$ cat config.mk
export PLATFORM = sky130hd
export DESIGN_NAME = alu_pipe
export DESIGN_NICKNAME = d
export VERILOG_FILES = /design/src/rtl/alu_pkg.sv /design/src/rtl/alu_core.sv /design/src/rtl/alu_pipe.sv
export SDC_FILE = /design/constraint.sdc
export NUM_CORES = 1
export LEC_CHECK = 0
export ABC_AREA = 1
export ABC_CLOCK_PERIOD_IN_PS = 2110
export CORE_UTILIZATION = 52
export DETAILED_ROUTE_END_ITERATION = 12
export PLACE_DENSITY = 0.84
export SYNTH_ARGS = -nofsm -noshare
export SYNTH_HDL_FRONTEND = slang
export SYNTH_SLANG_ARGS = --single-unit
$ cat constraint.sdc
create_clock -name i_clk -period 2.11 [get_ports i_clk]
set_clock_uncertainty 0.15 [all_clocks]
set_input_delay 0.211 -clock i_clk [delete_from_list [all_inputs] [get_ports i_clk]]
set_output_delay 0.211 -clock i_clk [all_outputs]
set_load 0.02 [all_outputs]
$ cat src/rtl/alu_pkg.sv
// Shared opcode encodings and flag-vector layout for the pipelined ALU.
package alu_pkg;

  localparam logic [5:0] OP_ADD = 6'b100000;
  localparam logic [5:0] OP_SUB = 6'b100010;
  localparam logic [5:0] OP_AND = 6'b100100;
  localparam logic [5:0] OP_OR  = 6'b100101;
  localparam logic [5:0] OP_XOR = 6'b100110;
  localparam logic [5:0] OP_NOR = 6'b100111;
  localparam logic [5:0] OP_SRA = 6'b000011;
  localparam logic [5:0] OP_SRL = 6'b000010;
  localparam logic [5:0] OP_SLL = 6'b000000;

  localparam int FLG_CARRY = 0;
  localparam int FLG_ZERO  = 1;
  localparam int FLG_NEG   = 2;
  localparam int FLG_OVF   = 3;
  localparam int FLG_INV   = 4;
  localparam int NB_FLAGS  = 5;

endpackage

$ cat src/rtl/alu_core.sv
// Combinational ALU datapath: maps operands and opcode to a result and flag vector.
module alu_core
  import alu_pkg::*;
#(
  parameter int NB_DATA   = 8,
  parameter int NB_OPCODE = 6
) (
  input  logic [NB_DATA-1:0]   i_op_1,
  input  logic [NB_DATA-1:0]   i_op_2,
  input  logic [NB_OPCODE-1:0] i_opcode,
  output logic [NB_DATA-1:0]   o_result,
  output logic [NB_FLAGS-1:0]  o_flags
);

  localparam int NB_SHAMT = $clog2(NB_DATA) + 1;
  localparam int MSB      = NB_DATA - 1;

  logic [NB_SHAMT-1:0] shamt;
  logic                shift_big;
  logic [NB_DATA:0]    sum_ext;
  logic [NB_DATA:0]    diff_ext;
  logic [NB_DATA-1:0]  res;
  logic                carry;
  logic                ovf;
  logic                inv;

  assign shamt     = i_op_2[NB_SHAMT-1:0];
  assign shift_big = (int'(shamt) >= NB_DATA);
  // Bit NB_DATA of the widened difference is the unsigned borrow.
  assign sum_ext   = {1'b0, i_op_1} + {1'b0, i_op_2};
  assign diff_ext  = {1'b0, i_op_1} - {1'b0, i_op_2};

  always_comb begin
    res   = '0;
    carry = 1'b0;
    ovf   = 1'b0;
    inv   = 1'b0;
    case (i_opcode)
      NB_OPCODE'(OP_ADD): begin
        res   = sum_ext[MSB:0];
        carry = sum_ext[NB_DATA];
        ovf   = (i_op_1[MSB] == i_op_2[MSB]) && (sum_ext[MSB] != i_op_1[MSB]);
      end
      NB_OPCODE'(OP_SUB): begin
        res   = diff_ext[MSB:0];
        carry = diff_ext[NB_DATA];
        ovf   = (i_op_1[MSB] != i_op_2[MSB]) && (diff_ext[MSB] != i_op_1[MSB]);
      end
      NB_OPCODE'(OP_AND): res = i_op_1 & i_op_2;
      NB_OPCODE'(OP_OR):  res = i_op_1 | i_op_2;
      NB_OPCODE'(OP_XOR): res = i_op_1 ^ i_op_2;
      NB_OPCODE'(OP_NOR): res = ~(i_op_1 | i_op_2);
      NB_OPCODE'(OP_SRA): res = shift_big ? {NB_DATA{i_op_1[MSB]}}
                                          : NB_DATA'($signed(i_op_1) >>> shamt);
      NB_OPCODE'(OP_SRL): res = shift_big ? '0 : (i_op_1 >> shamt);
      NB_OPCODE'(OP_SLL): res = shift_big ? '0 : (i_op_1 << shamt);
      default:            inv = 1'b1;
    endcase
  end

  always_comb begin
    o_result           = res;
    o_flags            = '0;
    o_flags[FLG_CARRY] = carry;
    o_flags[FLG_ZERO]  = (res == '0);
    o_flags[FLG_NEG]   = res[MSB];
    o_flags[FLG_OVF]   = ovf;
    o_flags[FLG_INV]   = inv;
  end

endmodule

$ cat src/rtl/alu_pipe.sv
// Two-stage valid/ready ALU pipeline: S1 holds operands, S2 holds result and flags.
module alu_pipe
  import alu_pkg::*;
#(
  parameter int NB_DATA   = 8,
  parameter int NB_OPCODE = 6
) (
  input  logic                 i_clk,
  input  logic                 i_rst_n,
  input  logic                 i_valid,
  output logic                 o_ready,
  input  logic [NB_DATA-1:0]   i_op_1,
  input  logic [NB_DATA-1:0]   i_op_2,
  input  logic [NB_OPCODE-1:0] i_opcode,
  output logic                 o_valid,
  input  logic                 i_ready,
  output logic [NB_DATA-1:0]   o_result,
  output logic                 o_carry,
  output logic                 o_zero,
  output logic                 o_negative,
  output logic                 o_overflow,
  output logic                 o_invalid_op
);

  logic                 ready_en;
  logic                 s1_valid;
  logic [NB_DATA-1:0]   s1_op_1;
  logic [NB_DATA-1:0]   s1_op_2;
  logic [NB_OPCODE-1:0] s1_opcode;
  logic [NB_DATA-1:0]   s2_result;
  logic [NB_FLAGS-1:0]  s2_flags;
  logic [NB_DATA-1:0]   core_result;
  logic [NB_FLAGS-1:0]  core_flags;
  logic                 s1_load;
  logic                 s2_load;
  logic                 accept;

  // ready_en keeps o_ready low until the first edge after reset release.
  assign s2_load = !o_valid || i_ready;
  assign s1_load = !s1_valid || s2_load;
  assign o_ready = ready_en && s1_load;
  assign accept  = i_valid && o_ready;

  alu_core #(
    .NB_DATA   (NB_DATA),
    .NB_OPCODE (NB_OPCODE)
  ) u_core (
    .i_op_1   (s1_op_1),
    .i_op_2   (s1_op_2),
    .i_opcode (s1_opcode),
    .o_result (core_result),
    .o_flags  (core_flags)
  );

  always_ff @(posedge i_clk or negedge i_rst_n) begin
    if (!i_rst_n) begin
      ready_en  <= 1'b0;
      s1_valid  <= 1'b0;
      s1_op_1   <= '0;
      s1_op_2   <= '0;
      s1_opcode <= '0;
    end else begin
      ready_en <= 1'b1;
      if (s1_load) begin
        s1_valid <= accept;
      end
      if (accept) begin
        s1_op_1   <= i_op_1;
        s1_op_2   <= i_op_2;
        s1_opcode <= i_opcode;
      end
    end
  end

  // Result registers only change when a real transaction moves into S2.
  always_ff @(posedge i_clk or negedge i_rst_n) begin
    if (!i_rst_n) begin
      o_valid   <= 1'b0;
      s2_result <= '0;
      s2_flags  <= '0;
    end else if (s2_load) begin
      o_valid <= s1_valid;
      if (s1_valid) begin
        s2_result <= core_result;
        s2_flags  <= core_flags;
      end
    end
  end

  assign o_result     = s2_result;
  assign o_carry      = s2_flags[FLG_CARRY];
  assign o_zero       = s2_flags[FLG_ZERO];
  assign o_negative   = s2_flags[FLG_NEG];
  assign o_overflow   = s2_flags[FLG_OVF];
  assign o_invalid_op = s2_flags[FLG_INV];

endmodule

Yosys cells after proc, flatten, opt, wreduce, memory -nomap -nowiden --
Cells that the tools add are included.
Storage, ports and cells: register bits after elaboration 38, output and inout port bits 15, word-level logic and storage cells 49
Cells by class: $add $sub $neg 2, $lt $le $gt $ge 1, equal/unequal tests 12, shifts and indexed selects 3, mux-type cells 7, bitwise operators 4, reduce and logical (&&, ||, !) cells 12
Operators with widths (count):
- one-hot mux 8 bit (9 select lines) | 1
- equality test 6 bit (second input constant) | 6
- two-way mux 8 bit | 3
- equality test 6 x 2 -> 1 bit (second input constant) | 2
- adder 8 x 8 -> 9 bit | 1
- OR reduction 9 bit | 1
- subtractor 8 x 8 -> 9 bit | 1
- bitwise AND 8 bit | 1
- logical NOT 8 bit | 1
- inverter 8 bit | 1
- bitwise OR 8 bit | 1
- << shifter 8 x 4 -> 8 bit | 1
- >> shifter 8 x 4 -> 8 bit | 1
- >>> shifter 8 x 4 -> 8 bit | 1
- bitwise XOR 8 bit | 1
- logical NOT 6 bit | 1
- >= comparator 4 bit (second input constant) | 1
- logical AND 1 bit | 4
- one-hot mux 1 bit (2 select lines) | 2
- inequality test 1 bit | 3
- logical NOT 1 bit | 2
- logical OR 1 bit | 2
- AND reduction 2 bit | 1
- equality test 1 bit | 1
- two-way mux 1 bit | 1

Logic depth before layout (Yosys ltp) --
Gate-level depths: netlist of run 1.
word-level depth 5, mapped depth 16

Hierarchy --
From an unflattened synthesis of run 1, not the netlist that was laid out.
Second synthesis, totals: cells, all modules 574, area total of the unflattened synthesis 3601.0 sq um
By module, submodules not included:
- alu_core | times used 1, cells each 410, area each 2073.2 sq um, seq. area each 0.0 sq um
- alu_pipe | times used 1, cells each 164, area each 1527.7 sq um, seq. area each 950.9 sq um

Worst setup path before layout of run 1 --
Ideal clock, no wire load.
path type register to register, start point reg s1_op_2[2], end point reg s2_flags[1], arrival 1.914 ns, path slack -0.020 ns, stages on the path, launching flop included 14, buffers on the path 1, clock period less this slack 2.130 ns, cells stage by stage dfrtp_1 > clkinv_1 > ha_1 > buf_2 > inv_2 > nand2_1 > nand2_1 > nand2_1 > nand3_1 > o21ai_0 > nor2_1 > nor3_1 > nand4_1 > nand2_1
Between the ends: longest elaborated chain between the ends 4
RTL lines:
- from (decl) | line alu_pipe.sv:28 | logic [NB_DATA-1:0] s1_op_2;
- from (signal assigned) | line alu_pipe.sv:69 | s1_op_2 <= i_op_2;
- parallel branches: the longest is 2 deep, another holds subtractor 8 x 8 -> 9 bit
- one-hot mux 8 bit (9 select lines) * | line alu_core.sv:38 | case (i_opcode)
- logical NOT 8 bit * | line alu_core.sv:65 | o_flags[FLG_ZERO] = (res == '0);
- to (signal assigned) | line alu_pipe.sv:85 | s2_flags <= core_flags;
- to (decl) | line alu_pipe.sv:31 | logic [NB_FLAGS-1:0] s2_flags;
Every way passes the cells marked *. A chain may end at the register's enable or synchronous reset.

Worst setup path in the final report of run 1 --
start point reg s1_op_2[0], end point reg s2_result[1], in the netlist o_result[1]
Between the ends: longest elaborated chain between the ends 3
RTL lines:
- parallel branches: the longest is 2 deep, another holds subtractor 8 x 8 -> 9 bit
- one-hot mux 8 bit (9 select lines) * | line alu_core.sv:38
- to (signal assigned) | line alu_pipe.sv:84 | s2_result <= core_result;
- to (decl) | line alu_pipe.sv:30 | logic [NB_DATA-1:0] s2_result;
Marked as above.

==> flow_summary.yaml, run 1 <==
outcome:
  status: "finished with violations"
  violations: "setup timing"
pwr:
  power.static_leakage_nw: 2.31
  report.power.total_mw: 3.26
  max_rail_drop_vdd_mv: 0.403
  power_density_nw_per_um2: 726
sta:
  report.final.slew_viol_count: 0
  fmax_mhz: 449
  layout_setup_ws_ns: -0.117
  grt_setup_unrepaired: "true"
  worst_slew_pin_slew_ns: 0.855
  timing.final.hold_violations: 0
  finalWorstPathRequiredPeriod_ns: 2.23
  hold_ws_ns: 0.329
  fin_crit_sh_pct: 106
  finalSetupViolations: 2
  maxSlewHeadroom_pct: 43.0
clock_network:
  clock_tree_from_tritoncts: "built"
  ctsLongestPathBuffers: 2
  tritoncts_buffers: 5
  worst_setup_hold_path_clk_slew_ns: 0.09
  worst_skew_pair_later_pin_latency_ns: 0.30
  clock_tree.root_cell: "sky130_fd_sc_hd__clkbuf_8"
  clock_sink_count: 37
  clock_tree.htree_level_count: 2
route:
  vias: 3912
  totalWireLength_mm: 11.0
  drt-pass1-iter-count: 5
  avgViaCountPerCell: 5.48
  drtAntennaViolNets: 0
  drc: 0
  dr.first_iter.drc_count: 269
  routed_wire_length_per_instance_um: 15.4
synth:
  postSynthRegisterBits: 37
  synthesis.instances: 549
  synth_area_per_cell_um2: 6.19
  synth_warnings: 0
  async_reset_ff_share_pct: 100
  syn_nets: 602
  synth_area_um2: 3400
  synthDistinctLibCells: 33
  ys_seq_area_share_pct: 27.2
  synthFlopType: "sky130_fd_sc_hd__dfrtp_1"
  number_of_flops_mapped_to_enable_cells_by_yosys: 0
global_route:
  grt_first_pass_wirelength_mm: 17.7
  grt_busiest_layer: "met2"
  gr-total-overflow: 0
  grt_pass1_vias: 3718
  grt_start_max_net_pins: 46
  global_route.usage.met2_pct: 54.5
  grt_util_met1_pct: 41.3
  track_usage_pct: 32.1
  grt_antenna_before_repair: 0
  grt.met3_usage_pct: 4.57
floorplanning:
  fp.dieArea_um2: 6860
  design.core.area_um2: 6310
  die_x_um: 82.9
  initial_utilization_pct: 53.8
  standard_cell_rows: 29
  pin_count: 41
  die_height_um: 82.9
cells_and_area:
  layout-drive-gt1-share_pct: 17.7
  syn_to_final_growth_pct: 32.0
  design.final.nets: 689
  finalCoreUtilization_pct: 71.1
  antenna_cells_inserted: 0
worst_hold_path:
  worst_hold_path_type: "in2reg"
worst_setup_path:
  critical_path_arrival_ns: 2.25
  timing.critical_path.required_ns: 2.13
  crit_path_max_incr_delay_ns: 0.51
  critical-path-slowest-cell: "sky130_fd_sc_hd__fa_2"
  worstSetupStartpointType: "flop"
  cp-end-kind: "flop"
  timing.setup.critical_path_class: "reg2reg"
  worstPathCellList: "ha_2, inv_2, fa_2, nor2_1, nor2_1, nand3_1, nor2_2, buf_4, buf_4, o21ai_0"
  critical_path.max_fanout: 3
placed_design:
  gp_congestion: 0.964
  port_buffers: 40
  place_hpwl_mm: 8.65
flow_run:
  cap_violations: 0
==> cell type report <==
class | count | area (um2)
well taps | 77 | 96.3
clock buffers | 6 | 82.6
fillers | 577 | 1830
multi-input cells | 436 | 2280
clock inverters | 2 | 37.5
inverters | 61 | 233
repair buffers | 95 | 831
flip-flops and latches | 37 | 926
==> where the power goes <==
part | switching [mW] | internal, mW | total [mW]
logic | 1.00 | 0.701 | 1.70
clock network | 0.281 | 0.385 | 0.665
registers | 0.0770 | 0.813 | 0.890
==> cells in the mapped netlist, types with 3 or more instances <==
cell,instances,share of area [%]
sky130_fd_sc_hd__clkbuf_1,5,0.55
sky130_fd_sc_hd__nor2_2,6,1.1
sky130_fd_sc_hd__nand3_1,65,9.6
sky130_fd_sc_hd__and2_1,3,0.55
sky130_fd_sc_hd__inv_1,55,6.1
sky130_fd_sc_hd__nand2_1,175,19
sky130_fd_sc_hd__ha_1,25,9.2
sky130_fd_sc_hd__a21oi_1,35,5.2
sky130_fd_sc_hd__o211ai_1,3,0.66
sky130_fd_sc_hd__dfrtp_1,37,27
sky130_fd_sc_hd__inv_2,4,0.44
sky130_fd_sc_hd__o21ai_0,17,2.5
sky130_fd_sc_hd__nor3_1,3,0.44
sky130_fd_sc_hd__buf_2,6,0.88
sky130_fd_sc_hd__nor2_1,77,8.5
sky130_fd_sc_hd__nand4_1,8,1.5
==> routing by layer <==
layer  up-vias  part of all wire (%)
met5         -                     0
met4         0                   2.8
met3        29                   6.7
met2       157                    48
met1      1811                    42
li1       1915                     -
==> placed cells by master, fill, tap and decap left out, types with 2 or more instances in the layout <==
master	n
sky130_fd_sc_hd__inv_1	52
sky130_fd_sc_hd__nand2_1	173
sky130_fd_sc_hd__nor2_4	4
sky130_fd_sc_hd__o211ai_1	3
sky130_fd_sc_hd__clkdlybuf4s50_1	39
sky130_fd_sc_hd__nand3_1	63
sky130_fd_sc_hd__ha_4	2
sky130_fd_sc_hd__or2_0	2
sky130_fd_sc_hd__a31oi_1	2
sky130_fd_sc_hd__and2_1	3
sky130_fd_sc_hd__o21ai_1	4
sky130_fd_sc_hd__nand3_2	2
sky130_fd_sc_hd__o21a_1	2
sky130_fd_sc_hd__a21oi_2	4
sky130_fd_sc_hd__inv_2	7
sky130_fd_sc_hd__nand2_2	2
sky130_fd_sc_hd__ha_2	6
sky130_fd_sc_hd__a21oi_1	31
sky130_fd_sc_hd__buf_6	2
sky130_fd_sc_hd__nand4_1	8
sky130_fd_sc_hd__a21boi_0	2
sky130_fd_sc_hd__nor3_2	2
sky130_fd_sc_hd__nor2_1	66
sky130_fd_sc_hd__buf_4	51
sky130_fd_sc_hd__o21ai_0	13
sky130_fd_sc_hd__nor2_2	15
sky130_fd_sc_hd__clkbuf_8	6
sky130_fd_sc_hd__ha_1	17
sky130_fd_sc_hd__dfrtp_1	37
sky130_fd_sc_hd__fa_2	2
==> stage by stage <==
step	std cells	worst slack, ns	TNS (ns)	instance area (um2)
finish	714	-0.117	-0.221	4490
global route	714	-0.220	-0.629	4490
CTS	712	-0.0512	-0.0611	4360
detailed placement	703	-0.0987	-0.140	4210
global placement	703	-0.0630	-0.0997	4210
floorplan	549	0.0491	0	3400
==> timing repair <==
item                                    CTS  global route
gates cloned                              0             0
endpoints found under the setup margin    3             9
pin swaps                                 1             9
hold buffers                              1             0
endpoints found under the hold margin    37             0
resized for setup                         8            36
buffers inserted                          0             3
==> state kept, by name (all words and copies together), names as in the netlist <==
name / count
s1_op_1: 8
o_valid: 1
s1_opcode: 6
s2_flags: 5
s1_op_2: 8
o_result: 7
s1_valid: 1
ready_en: 1
==> worst max-delay path, delay by kind of cell, from the launching register on <==
kind / cells / cell delay, ns
buffers and inverters: 3 / 0.26
flip-flops: 1 / 0.43
adder cells (fa/ha/maj): 2 / 0.73
AO/OA/AOI/OAI: 1 / 0.06
AND/OR/NAND/NOR: 4 / 0.46
==> cell families (layout without fill, tap and decap cells) <==
group / count (synthesis) / count (layout) / synth area share (%)
compound gates: 63 / 63 / 10.0
fa+ha+maj: 27 / 27 / 10.4
buf+inv: 76 / 164 / 9.35
flops: 37 / 37 / 27.2
simple gates: 343 / 343 / 42.4
other cells: 1 / 1 / 0.110
xor+xnor: 2 / 2 / 0.515
==> worst paths after layout <==
check	end	depth (start not counted)	slack (ns)	from
hold / removal	s1_op_1[3]	3	0.33	i_op_1[3]
setup / recovery	o_result[1]	10	-0.12	s1_op_2[0]
min in group asynchronous	s2_flags[3]	2	0.45	i_rst_n
setup reg to reg	o_result[1]	10	-0.12	s1_op_2[0]
max in group asynchronous	s1_op_2[4]	2	0.81	i_rst_n
hold reg to reg	o_result[3]	2	0.34	o_result[3]
(Power assumes the default switching activity.)
==> run 2: changes to the inputs <==
Settings changed: ABC_AREA 1 to 0, CORE_UTILIZATION 52 to 51, MAX_ROUTING_LAYER set to met4, PLACE_DENSITY 0.84 to 0.83.
==> flow_summary.yaml, run 2 <==
pwr:
  power.static_leakage_nw: 2.30
  max_rail_drop_vdd_mv: 0.594
  report.power.total_mw: 4.24
  power_density_nw_per_um2: 824
synth:
  dominant_combinational_cell_family_by_area_after_synthesis: "compound AO/OA/AOI/OAI gates"
  synthSimpleGateAreaFrac_pct: 18.1
  synth_top_area_cell: "sky130_fd_sc_hd__dfrtp_1"
  postSynthRegisterBits: 37
  synth_area_um2: 3370
  yosysMostFrequentCell: "sky130_fd_sc_hd__dfrtp_1"
  synth_area_per_cell_um2: 8.96
  async_reset_ff_share_pct: 100
  synthXorXnorAreaFrac_pct: 0.780
  ys_seq_area_share_pct: 27.5
  yosys.area_share.adder_pct: 10.5
  synth_warnings: 0
  post_synth_main_area_contributors: "sky130_fd_sc_hd__dfrtp_1 27%, sky130_fd_sc_hd__ha_1 9.3%, sky130_fd_sc_hd__mux2_2 7.7%"
  synthMuxAreaShare_pct: 17.2
  synth_top_cell_area_share_pct: 27.5
  syn_nets: 429
  number_of_flops_mapped_to_enable_cells_by_yosys: 0
  top_cells_by_instance_count_after_synthesis: "37 x sky130_fd_sc_hd__dfrtp_1, 28 x sky130_fd_sc_hd__nand2_1, 25 x sky130_fd_sc_hd__ha_1"
  synthDistinctLibCells: 65
  synthesis.instances: 376
  synth_compound_area_share_pct: 19.8
  synthFlopType: "sky130_fd_sc_hd__dfrtp_1"
cells_and_area:
  layout-drive-gt1-share_pct: 42.3
  fillers: 418
  finalCoreUtilization_pct: 81.1
  syn_to_final_growth_pct: 52.7
  final_cell_area_um2: 5150
  final_cell_mix: "123 x sky130_fd_sc_hd__buf_4, 39 x sky130_fd_sc_hd__clkdlybuf4s50_1, 34 x sky130_fd_sc_hd__dfrtp_1"
  antenna_cells_inserted: 0
  design.final.nets: 582
  mostFrequentLayoutCell: "sky130_fd_sc_hd__buf_4"
worst_setup_path:
  timing.critical_path.required_ns: 2.17
  critical_path.max_fanout: 5
  cp-end-kind: "flop"
  critical_path_arrival_ns: 2.72
  worstSetupStartpointType: "flop"
  timing.setup.critical_path_class: "reg2reg"
global_route:
  track_usage_pct: 38.2
  grt_start_max_net_pins: 25
  grt_antenna_before_repair: 0
  grt_pass1_vias: 3827
  grt_first_pass_wirelength_mm: 19.7
  gr-total-overflow: 0
sta:
  timing.final.hold_violations: 0
  report.final.slew_viol_count: 0
  setup_tns_ns: -3.65
  fin_crit_sh_pct: 126
  fmax_mhz: 375
  grt_setup_unrepaired: "true"
  layout_setup_ws_ns: -0.555
  finalWorstPathRequiredPeriod_ns: 2.67
  worst_slew_pin_slew_ns: 0.534
  finalSetupViolations: 11
  maxSlewHeadroom_pct: 64.4
placed_design:
  postPlaceCellArea_um2: 4780
  gp_congestion: 1.02
  detailedPlace.worstSlack_ns: -0.561
  port_buffers: 40
  place_hpwl_mm: 9.59
clock_network:
  tritoncts_buffers: 5
  ctsLongestPathBuffers: 2
  clock_tree.htree_level_count: 2
  worst_skew_pair_later_pin_latency_ns: 0.31
  clock_tree.root_cell: "sky130_fd_sc_hd__clkbuf_8"
  clock_sink_count: 37
  worst_setup_hold_path_clk_slew_ns: 0.10
  clock_tree_from_tritoncts: "built"
floorplanning:
  design.core.area_um2: 6350
  pin_count: 41
  die_x_um: 83.3
  die_height_um: 83.3
  fp.dieArea_um2: 6940
  standard_cell_rows: 29
  initial_utilization_pct: 53.1
route:
  routed_wire_length_per_instance_um: 20.5
  drt-pass1-iter-count: 7
  totalWireLength_mm: 12.4
  drc: 0
  avgViaCountPerCell: 6.09
  vias: 3698
  drtAntennaViolNets: 0
  dr.first_iter.drc_count: 283
worst_hold_path:
  worst_hold_path_type: "in2async"
outcome:
  violations: "setup timing"
  status: "finished with violations"
flow_run:
  cap_violations: 0
## run 2: logic make-up (layout without fill, tap and decap cells)
group	after synthesis	after routing
AND/OR/NAND/NOR	117	117
AO/OA/AOI/OAI	98	98
buffers and inverters	48	202
multiplexers	45	45
flip-flops	37	37
adder cells (fa/ha/maj)	27	27
XOR/XNOR	3	3
other	1	1
## run 2: per-stage QoR
step,instances,hold WS [ns]
2_1_floorplan,376,-0.235
3_3_place_gp,592,0.0634
3_5_place_dp,592,0.0704
4_1_cts,603,0.284
5_1_grt,607,0.366
6_report,607,0.301
## run 2: what timing repair did
item / in CTS / in global routing
gates resized for setup: 26 / 17
endpoints found under the setup margin: 11 / 11
buffers inserted: 2 / 4
pin swaps: 4 / 10
hold buffers: 1 / 0
hold endpoints to repair: 22 / 0
## run 2: cell type report
cell class                      count  area [um2]  share of cell area [%]
Inverter                           26         109                    2.11
Tap cell                           77        96.3                    1.87
Clock inverter                      3        68.8                    1.34
Multi-Input combinational cell    291        2480                    48.2
Sequential cell                    37         930                    18.1
Clock buffer                        5        68.8                    1.34
Timing Repair Buffer              168        1400                    27.1
## run 2: critical path, stage by stage, from the launching register on
cell and delay [ns]:
sky130_fd_sc_hd__dfrtp_1 0.42, sky130_fd_sc_hd__clkinvlp_4 0.20, sky130_fd_sc_hd__ha_4 0.28, sky130_fd_sc_hd__a21oi_4 0.20
sky130_fd_sc_hd__o22ai_2 0.13, sky130_fd_sc_hd__nor3_1 0.14, sky130_fd_sc_hd__nor3_1 0.08, sky130_fd_sc_hd__a211o_1 0.29
sky130_fd_sc_hd__or3_1 0.40, sky130_fd_sc_hd__o41ai_2 0.28
## run 2: power breakdown
part | internal, mW | switching (mW)
clock network | 0.477 | 0.308
registers | 0.814 | 0.119
logic | 1.26 | 1.26
## run 2: final timing paths
| check | from | to | slack (ns) | depth (start not counted) |
|---|---|---|---|---|
| max in group asynchronous | i_rst_n | s1_op_2[5] | 0.97 | 3 |
| worst max register to register | s1_op_2[1] | s2_flags[1] | -0.56 | 9 |
| worst max-delay path | s1_op_2[1] | s2_flags[1] | -0.56 | 9 |
| worst min-delay path | i_rst_n | s1_opcode[0] | 0.30 | 2 |
| worst min register to register | s2_flags[3] | s2_flags[3] | 0.34 | 2 |
| min in group i_clk | s2_flags[3] | s2_flags[3] | 0.34 | 2 |
## run 2: per-layer routing
metal | track usage, % | vias to the layer above | wire length [um]
li1 | - | 1688 | -
met1 | 46.2 | 1774 | 5050
met2 | 61.5 | 193 | 6040
met3 | 7.16 | 43 | 827
met4 | 18.2 | 0 | 503
met5 | - | - | 0
==> run 3: changes to the inputs <==
Settings changed: CORE_ASPECT_RATIO set to 0.75.
==> flow_summary.yaml, run 3 (same netlist as run 2, synthesis figures left out) <==
clock_network:
  tritoncts_buffers: 5
  worst_skew_pair_later_pin_latency_ns: 0.30
  ctsLongestPathBuffers: 2
  clock_sink_count: 37
  clock_tree.root_cell: "sky130_fd_sc_hd__clkbuf_8"
  clock_tree_from_tritoncts: "built"
  clock_tree.htree_level_count: 2
  worst_setup_hold_path_clk_slew_ns: 0.10
route:
  drc: 0
  drtAntennaViolNets: 0
  totalWireLength_mm: 13.7
  avgViaCountPerCell: 6.43
  dr.first_iter.drc_count: 418
  drt-pass1-iter-count: 6
  routed_wire_length_per_instance_um: 22.1
  vias: 4000
placed_design:
  place_hpwl_mm: 9.72
  postPlaceCellArea_um2: 4770
  port_buffers: 40
  placed_cells: 595
  gp_congestion: 0.989
  detailedPlace.worstSlack_ns: -0.620
sta:
  hold_ws_ns: 0.347
  setup_tns_ns: -4.25
  report.final.slew_viol_count: 0
  maxSlewHeadroom_pct: 65.1
  finalWorstPathRequiredPeriod_ns: 2.77
  finalSetupViolations: 11
  timing.final.hold_violations: 0
  fmax_mhz: 361
  layout_setup_ws_ns: -0.660
  grt_setup_unrepaired: "true"
  fin_crit_sh_pct: 131
  worst_slew_pin_slew_ns: 0.524
pwr:
  max_rail_drop_vdd_mv: 0.450
  power_density_nw_per_um2: 838
  power.static_leakage_nw: 2.36
  report.power.total_mw: 4.45
floorplanning:
  design.core.area_um2: 6350
  die_x_um: 95.9
  die_height_um: 72.4
  pin_count: 41
  initial_utilization_pct: 53.1
  standard_cell_rows: 25
  fp.dieArea_um2: 6940
worst_setup_path:
  cp-end-kind: "flop"
  crit_path_max_incr_delay_ns: 0.52
  gate_family_responsible_for_the_most_delay_along_the_worst_path: "simple AND/OR/NAND/NOR gates"
  worstPathCellList: "inv_2, ha_4, inv_2, fa_2, mux2i_1, xnor2_1, o31ai_1, or4_4, nand4bb_4, o41ai_2"
  critical_path.reg2reg.startpoint: "s1_op_1[0]"
  critical_path_arrival_ns: 2.83
  crit_buf_inv: 2
  critical-path-slowest-cell: "sky130_fd_sc_hd__or4_4"
  worstSetupStartpointType: "flop"
  timing.critical_path.required_ns: 2.17
  critPathMostFrequentCell: "sky130_fd_sc_hd__inv_2"
  timing.setup.critical_path_class: "reg2reg"
  critPathLaunch: "s1_op_1[0]"
  critical_path.max_fanout: 3
flow_run:
  cap_violations: 0
global_route:
  grt_pass1_vias: 3738
  gr-total-overflow: 0
  grt_first_pass_wirelength_mm: 19.7
  grt_antenna_before_repair: 0
  grt_start_max_net_pins: 38
  track_usage_pct: 39.8
cells_and_area:
  fillers: 388
  syn_to_final_growth_pct: 57.7
  mostFrequentLayoutCell: "sky130_fd_sc_hd__buf_4"
  final_cell_area_um2: 5320
  finalNonFillerCells: 622
  final_cell_mix: "129 x sky130_fd_sc_hd__buf_4, 39 x sky130_fd_sc_hd__clkdlybuf4s50_1, 33 x sky130_fd_sc_hd__dfrtp_1"
  antenna_cells_inserted: 0
  design.final.nets: 593
  finalCoreUtilization_pct: 83.7
  layout-drive-gt1-share_pct: 44.5
outcome:
  status: "finished with violations"
  violations: "setup timing"
worst_hold_path:
  worst_hold_path_type: "reg2reg"
  holdCritStartpoint: "o_result[0]"
==> run 3: cell count changes in the layout (fill, tap and decap cells not counted), sizes merged <==
cell | before | now
buf | 128 | 139
==> run 3: metal layers <==
layer  track usage (%)  up-vias  part of all wire (%)
li1                  -     1713                     -
met1              49.7     1888                    39
met2              61.6      301                    44
met3              10.9       98                    12
met4              15.1        0                   5.3
met5                 -        -                     0
==> run 3: final timing paths <==
kind                       cells after the start  slack, ns     endpoint
max                                           10      -0.66  s2_flags[1]
min                                            2       0.35  o_result[0]
max reg2reg                                   10      -0.66  s2_flags[1]
min reg2reg                                    2       0.35  o_result[0]
max in group asynchronous                      3       1.04   s1_op_1[2]
min in group asynchronous                      3       0.37  o_result[1]
==> run 3: power breakdown <==
group	internal (mW)	total [mW]	switching, mW
Sequential	0.815	0.944	0.129
Clock	0.477	0.798	0.321
Combinational	1.36	2.71	1.35
==> run 3: layout make-up <==
class | count | area [um2] | share of cell area (%)
multi-input combinational | 291 | 2540 | 47.8
timing repair buffer | 179 | 1500 | 28.1
sequential | 37 | 931 | 17.5
inverter | 26 | 109 | 2.05
tap | 81 | 101 | 1.91
clock buffer | 5 | 68.8 | 1.29
clock inverter | 3 | 68.8 | 1.29
==> run 3: worst reg2reg max path: cells and delay by family (launching register included) <==
kind | cells | cell delay (ns)
buf+inv | 2 | 0.15
mux | 1 | 0.18
flops | 1 | 0.43
simple gates | 2 | 0.75
fa+ha+maj | 2 | 0.51
xor+xnor | 1 | 0.17
compound gates | 2 | 0.34
==> run 3: repair_timing <==
action | CTS | global route
hold endpoints to repair | 37 | 0
buffers inserted | 10 | 11
pin swaps | 13 | 13
gates resized for setup | 27 | 29
endpoints found under the setup margin | 11 | 11
hold buffers | 1 | 0
